$ cat config.mk
export PLATFORM = sky130hd
export DESIGN_NAME = uart_tx_arbiter
export DESIGN_NICKNAME = d
export VERILOG_FILES = /design/src/rtl/conway_pkg.sv /design/src/rtl/rr_pick.sv /design/src/rtl/uart_tx_arbiter.sv
export SDC_FILE = /design/constraint.sdc
export NUM_CORES = 1
export LEC_CHECK = 0
export ABC_CLOCK_PERIOD_IN_PS = 2090
export CAP_MARGIN = 20
export CORE_MARGIN = 2
export CORE_UTILIZATION = 45
export CTS_CLUSTER_DIAMETER = 100
export DETAILED_ROUTE_END_ITERATION = 10
export PLACE_DENSITY = 0.8
export SLEW_MARGIN = 15
export SYNTH_ARGS = -nofsm -noshare
export SYNTH_HDL_FRONTEND = slang
export SYNTH_SLANG_ARGS = --single-unit
$ cat constraint.sdc
create_clock -name clk -period 2.09 [get_ports clk]
set_input_delay 0.418 -clock clk [delete_from_list [all_inputs] [get_ports clk]]
set_output_delay 0.418 -clock clk [all_outputs]
set_load 0.03 [all_outputs]
$ cat src/rtl/conway_pkg.sv
`default_nettype none
// ============================================================================
//  Module      : conway_pkg
//  Description : Shared types and constants for the UART output path:
//                transmit-arbiter state encoding, byte width and the ASCII
//                control characters emitted by the display streamer.
//  Revision    : 1.0  initial release
// ============================================================================
package conway_pkg;

  // Arbiter FSM encoding
  typedef enum logic [1:0] {
    IDLE  = 2'd0,
    FETCH = 2'd1,
    SEND  = 2'd2,
    ACK   = 2'd3
  } arb_state_t;

  localparam int c_byte_w = 8;

  // ASCII characters used by the display path
  localparam logic [7:0] c_ascii_esc  = 8'h1B;
  localparam logic [7:0] c_ascii_lbr  = 8'h5B;
  localparam logic [7:0] c_ascii_semi = 8'h3B;
  localparam logic [7:0] c_ascii_h    = 8'h48;
  localparam logic [7:0] c_ascii_cr   = 8'h0D;
  localparam logic [7:0] c_ascii_lf   = 8'h0A;

endpackage
`default_nettype wire

$ cat src/rtl/rr_pick.sv
`default_nettype none
// ============================================================================
//  Module      : rr_pick
//  Description : Combinational round-robin picker. Scans the request vector
//                starting one position after rr_ptr (wrapping) and returns
//                the first asserted request as a one-hot winner.
//  Revision    : 1.0  initial release
// ============================================================================
module rr_pick #(
  parameter int NREQ  = 3,
  parameter int PTR_W = $clog2(NREQ)
) (
  input  logic [NREQ-1:0]  req,
  input  logic [PTR_W-1:0] rr_ptr,
  output logic [NREQ-1:0]  win,
  output logic             any
);

  logic [PTR_W-1:0] w_idx;
  logic             w_found;

  // First requester after rr_ptr in circular order wins
  always_comb begin
    win     = '0;
    w_found = 1'b0;
    w_idx   = '0;
    for (int off = 1; off <= NREQ; off++) begin
      w_idx = PTR_W'((int'(rr_ptr) + off) % NREQ);
      if (!w_found && req[w_idx]) begin
        win[w_idx] = 1'b1;
        w_found    = 1'b1;
      end
    end
    any = w_found;
  end

endmodule
`default_nettype wire

$ cat src/rtl/uart_tx_arbiter.sv
`default_nettype none
// ============================================================================
//  Module      : uart_tx_arbiter
//  Description : Shares one UART transmitter among NREQ byte-stream
//                requesters. Round-robin grant, locked until the owner sends
//                a byte flagged last, with an optional idle-hold timeout.
//  Revision    : 1.0  initial release
// ============================================================================
module uart_tx_arbiter
  import conway_pkg::*;
#(
  parameter int NREQ     = 3,
  parameter int HOLD_MAX = 4096
) (
  input  logic                     clk,
  input  logic                     rst_n,
  input  logic [NREQ-1:0]          req_valid,
  input  logic [c_byte_w*NREQ-1:0] req_data,
  input  logic [NREQ-1:0]          req_last,
  output logic [NREQ-1:0]          req_ready,
  output logic [NREQ-1:0]          grant,
  output logic                     tx_valid,
  output logic [c_byte_w-1:0]      tx_data,
  input  logic                     tx_ready,
  output logic                     timeout_pulse
);

  localparam int PTR_W  = $clog2(NREQ);
  // Timeout disabled still needs a 1-bit counter to keep widths legal
  localparam int HOLD_W = (HOLD_MAX > 0) ? $clog2(HOLD_MAX + 1) : 1;

  arb_state_t          r_state,    w_state_nxt;
  logic [NREQ-1:0]     r_grant,    w_grant_nxt;
  logic [PTR_W-1:0]    r_rr_ptr,   w_rr_ptr_nxt;
  logic [HOLD_W-1:0]   r_hold_cnt, w_hold_cnt_nxt;
  logic                r_last_q,   w_last_q_nxt;
  logic [c_byte_w-1:0] r_tx_data,  w_tx_data_nxt;
  logic                r_tx_valid, w_tx_valid_nxt;

  logic [NREQ-1:0]     w_ready;
  logic                w_timeout;
  logic [NREQ-1:0]     w_win;
  logic                w_any;
  logic [PTR_W-1:0]    w_owner;

  rr_pick #(
    .NREQ  (NREQ),
    .PTR_W (PTR_W)
  ) u_rr_pick (
    .req    (req_valid),
    .rr_ptr (r_rr_ptr),
    .win    (w_win),
    .any    (w_any)
  );

  // Binary index of the current lock owner
  always_comb begin
    w_owner = '0;
    for (int i = 0; i < NREQ; i++) begin
      if (r_grant[i]) w_owner = PTR_W'(i);
    end
  end

  // Next-state and datapath decode
  always_comb begin
    w_state_nxt    = r_state;
    w_grant_nxt    = r_grant;
    w_rr_ptr_nxt   = r_rr_ptr;
    w_hold_cnt_nxt = r_hold_cnt;
    w_last_q_nxt   = r_last_q;
    w_tx_data_nxt  = r_tx_data;
    w_tx_valid_nxt = r_tx_valid;
    w_ready        = '0;
    w_timeout      = 1'b0;
    case (r_state)
      IDLE: begin
        if (w_any) begin
          w_grant_nxt    = w_win;
          w_hold_cnt_nxt = '0;
          w_state_nxt    = FETCH;
        end
      end
      FETCH: begin
        w_ready[w_owner] = req_valid[w_owner];
        if (req_valid[w_owner]) begin
          // A byte on offer beats a coincident timeout so it is never lost
          w_tx_data_nxt = req_data[{w_owner, 3'b000} +: c_byte_w];
          w_last_q_nxt  = req_last[w_owner];
          w_state_nxt   = SEND;
        end else if ((HOLD_MAX != 0) && (r_hold_cnt == HOLD_W'(HOLD_MAX))) begin
          w_timeout    = 1'b1;
          w_rr_ptr_nxt = w_owner;
          w_grant_nxt  = '0;
          w_state_nxt  = IDLE;
        end else if (r_hold_cnt != {HOLD_W{1'b1}}) begin
          w_hold_cnt_nxt = r_hold_cnt + HOLD_W'(1);
        end
      end
      SEND: begin
        if (tx_ready) begin
          w_tx_valid_nxt = 1'b1;
          w_state_nxt    = ACK;
        end
      end
      ACK: begin
        // Ready dropping means the transmitter has taken the byte
        if (!tx_ready) begin
          w_tx_valid_nxt = 1'b0;
          if (r_last_q) begin
            w_rr_ptr_nxt = w_owner;
            w_grant_nxt  = '0;
            w_state_nxt  = IDLE;
          end else begin
            w_hold_cnt_nxt = '0;
            w_state_nxt    = FETCH;
          end
        end
      end
      default: w_state_nxt = IDLE;
    endcase
  end

  // State and datapath registers
  always_ff @(posedge clk or negedge rst_n) begin
    if (!rst_n) begin
      r_state    <= IDLE;
      r_grant    <= '0;
      r_rr_ptr   <= PTR_W'(NREQ - 1);
      r_hold_cnt <= '0;
      r_last_q   <= 1'b0;
      r_tx_data  <= '0;
      r_tx_valid <= 1'b0;
    end else begin
      r_state    <= w_state_nxt;
      r_grant    <= w_grant_nxt;
      r_rr_ptr   <= w_rr_ptr_nxt;
      r_hold_cnt <= w_hold_cnt_nxt;
      r_last_q   <= w_last_q_nxt;
      r_tx_data  <= w_tx_data_nxt;
      r_tx_valid <= w_tx_valid_nxt;
    end
  end

  assign req_ready     = w_ready;
  assign grant         = r_grant;
  assign tx_valid      = r_tx_valid;
  assign tx_data       = r_tx_data;
  assign timeout_pulse = w_timeout;

endmodule
`default_nettype wire

==> summary.md <==
| Metric | Value |
|---|---|
| Num rows | `24` |
| Largest family of logic cells by synthesized area | `simple AND/OR/NAND/NOR gates` |
| Unique masters post-synth | `50` |
| Final hold slack | `480 ps` |
| Post-synth ARST share | `100%` |
| Gpl congestion | `0.898` |
| Simple-Gate Fraction of Synth Area | `23.8%` |
| Post-synthesis mux area share | `10.2%` |
| Num ports | `49` |
| Worst hold path stage count | `2` |
| Synth Register Bits | `30` |
| Via count of the first global-routing pass | `2070` |
| Internal power | `2.38 mW` |
| Pre-antenna DRT Iters | `4` |
| Slew HR | `74.4%` |
| Synth Area in XOR/XNOR | `0%` |
| Post-synthesis compound-gate area fraction | `20.4%` |
| Bufs on Longest Clock Path | `2` |
| Final instance area | `0.00314 mm²` |
| WL/cell | `15.9 µm` |
| Synth warn | `0` |
| Failing checks | `negative setup slack` |
| Met2 Resource Use GR | `38.5%` |
| Setup_tns | `-205 ps` |
| First-pass GRT wire length | `9510 µm` |
| Setup WS post-layout | `-84.9 ps` |
| Cells after Synth | `236` |
| Clock Sinks | `30` |
| Status | `finished with violations` |
| Gate power share | `66.7%` |
| CP dominant cell by count | `buf_4` |
| Clock skew | `5.44 ps` |
| Fmax | `460 MHz` |
| Min Tclk post-route | `2170 ps` |
| Crit path launch type | `flop` |
| Post-Syn Area per Cell | `8.67 µm²` |
| Die area | `0.00510 mm²` |
| P per Cell Area | `1370 mW/mm²` |
| Routed wire length | `5930 µm` |
| Number of CTS-inserted buffers | `5` |
| Switching Share | `44.6%` |
| Critical Path RT | `2250 ps` |
| Clock network fraction of total power | `11.8%` |
| Critical path's slowest cell | `nor4_2` |
| Met1 Track Usage GR | `29.8%` |
| Max IR drop VDD | `0.582 mV` |
| Core area | `0.00435 mm²` |
| Area Growth Syn to Fin | `53.3%` |
| Type of the tightest min-delay check | `reg -> reg` |
| Gr busiest metal | `met2` |
| ANT cells | `0` |
| WS Path Type | `reg -> reg` |
| H-tree levels | `2` |
| Drt initial violations | `138` |
| Die X | `71.4 µm` |
| Final Hold Vio Count | `0` |
| Net count, final | `358` |
| Unrepaired setup endpoints after global routing | `yes` |
| Ys flop type | `dfrtp_1` |
| Input/output buffers | `48` |
| Vias per inst | `5.72` |
| Worst Reg-to-Reg Cells | `8` |
| Die height | `71.4 µm` |
| Via count | `2128` |
| Largest net degree at the start of global routing | `31` |
| Met3 usage | `5.34%` |
| DP HPWL | `4010 µm` |
| Seq pwr share | `21.6%` |
| DRC | `0` |
| DP Area | `0.00283 mm²` |
| Endpoint type of the worst setup path | `flop` |
| Initial antenna violation count | `0` |
| Worst skew pair latency | `290 ps` |
| Dpl ws | `-240 ps` |
| Final core utilization | `72.1%` |
| Fillers | `319` |
| Arrival time at the worst endpoint | `2340 ps` |
| Worst-path fanout max | `4` |
| Post-synth EDFFs | `0` |
| Root buffer cell | `clkbuf_8` |
| Syn Nets | `275` |
| Max-slew violations | `0` |
| Psw | `1.91 mW` |
| Worst-path cell chain | `buf_4 > ha_1 > nand4_1 > nor4_2 > nor2_1 > buf_4 > a41oi_1 > a31oi_4` |
| Worst Max-Slew Pin Slew | `380 ps` |
| Max Cap Viol | `0` |
| Crit share post-route | `104%` |
| GRT Util Overall | `23.4%` |
| Routed Antenna Nets | `0` |
| CTS tree | `done` |
| Slowest stage delay, CP | `470 ps` |
| Count of final setup violators | `9` |
| Sequential area share after synthesis | `36.7%` |
| Fraction of layout cells with a size suffix above 1 | `29.4%` |
| LEAKAGE | `1.33 nW` |
| Cts hold-fix bufs | `0` |
| Starting density of the core | `47.0%` |
| Grt total ovfl | `0` |
| Worst-path clk slew | `70 ps` |
| Post-Syn Area | `0.00205 mm²` |
| Synth Area in Adders | `3.67%` |
## cell usage after synthesis, types with 3 or more instances
master	instances	share of area, %
nand2_1	30	5.5
dfrtp_1	29	35
nor2_1	21	3.9
a21oi_1	16	3.9
mux2i_1	16	7.8
o21ai_0	16	3.9
a31oi_1	15	4.6
inv_1	11	2.0
clkbuf_1	7	1.3
ha_1	6	3.7
nand3_1	6	1.5
nand4_1	5	1.5
o22ai_1	4	1.2
and3_1	3	0.92
mux2_1	3	1.7
nor3_1	3	0.73
nor4b_1	3	1.3
o21ai_1	3	0.73
## through the flow
stage                     power (mW)  instances
after floorplan                 2.48        236
after global placement          3.37        360
after detailed placement        3.43        360
after CTS                       4.13        371
after global routing            4.58        372
final                           4.29        372
## registers in the layout, indices dropped and copies added (netlist names), named ones only
register,flops
r_last_q,1
r_hold_cnt,13
r_state,1
grant,3
tx_data,8
r_rr_ptr,2
tx_valid,1
## worst paths after layout
kind	start	slack, ps	endpoint
min in group asynchronous	rst_n	510	r_hold_cnt[0]
max reg2reg	r_hold_cnt[0]	-80	r_hold_cnt[5]
min reg2reg	tx_data[6]	480	tx_data[6]
max	r_hold_cnt[0]	-80	r_hold_cnt[5]
min	tx_data[6]	480	tx_data[6]
max in group asynchronous	rst_n	1250	r_rr_ptr[1]
## final cells by class
cell class | instances | area, µm² | area share [%]
clock inverters | 2 | 12.5 | 0.399
repair buffers | 88 | 777 | 24.8
inverters | 11 | 41.3 | 1.32
flip-flops and latches | 30 | 753 | 24.0
clock buffers | 6 | 82.6 | 2.63
multi-input cells | 183 | 1410 | 44.8
well taps | 52 | 65.1 | 2.07
## power groups by stage
stage	sequential (mW)	combinational, mW	clock, mW
after floorplan	1.06	1.42	0
after CTS	0.919	2.70	0.504
after global routing	0.948	3.09	0.534
after global placement	0.913	2.45	0
after detailed placement	0.921	2.50	0
final	0.926	2.86	0.505
## critical path: cells and delay by family, from the launching register on
family	cells	cell delay (ps)
adders and majority gates	1	190
and+or+nand+nor	3	810
DFF	1	360
AOI/OAI and AO/OA	2	390
buffers and inverters	2	290
## kinds of logic after synthesis
logic type	Yosys count
AO/OA/AOI/OAI	66
multiplexers	20
adder cells (fa/ha/maj)	6
buffers and inverters	23
AND/OR/NAND/NOR	91
flip-flops	30
## cell usage in the layout (no fill, tap or decap), types with 3 or more instances in the layout
cell type and n:
clkbuf_8 6, nand3_1 5, dlygate4sd2_1 4, buf_6 3
dfrtp_1 28, and3_1 3, nor4b_4 3, nand4_1 5
ha_4 3, o22ai_1 3, mux2_4 4, a21oi_1 14
inv_1 7, a31oi_1 11, inv_2 4, buf_4 41
o21ai_1 4, clkdlybuf4s50_1 40, nor2_1 20, nor3_2 3
nand2_1 30, ha_1 3, o21ai_0 13, a31oi_4 3
mux2i_1 16
## per-layer routing
metal	wire, µm	up-vias
li1	-	1031
met1	2510	1003
met2	2950	81
met3	348	13
met4	125	0
met5	0	-
## what timing repair did
item	CTS	global route
resized for setup	17	24
endpoints found under the setup margin	19	19
hold endpoints to repair	0	0
buffers inserted	3	1
cloned	0	0
pin swaps	4	5
No activity file was read; power rests on OpenSTA's default activity.
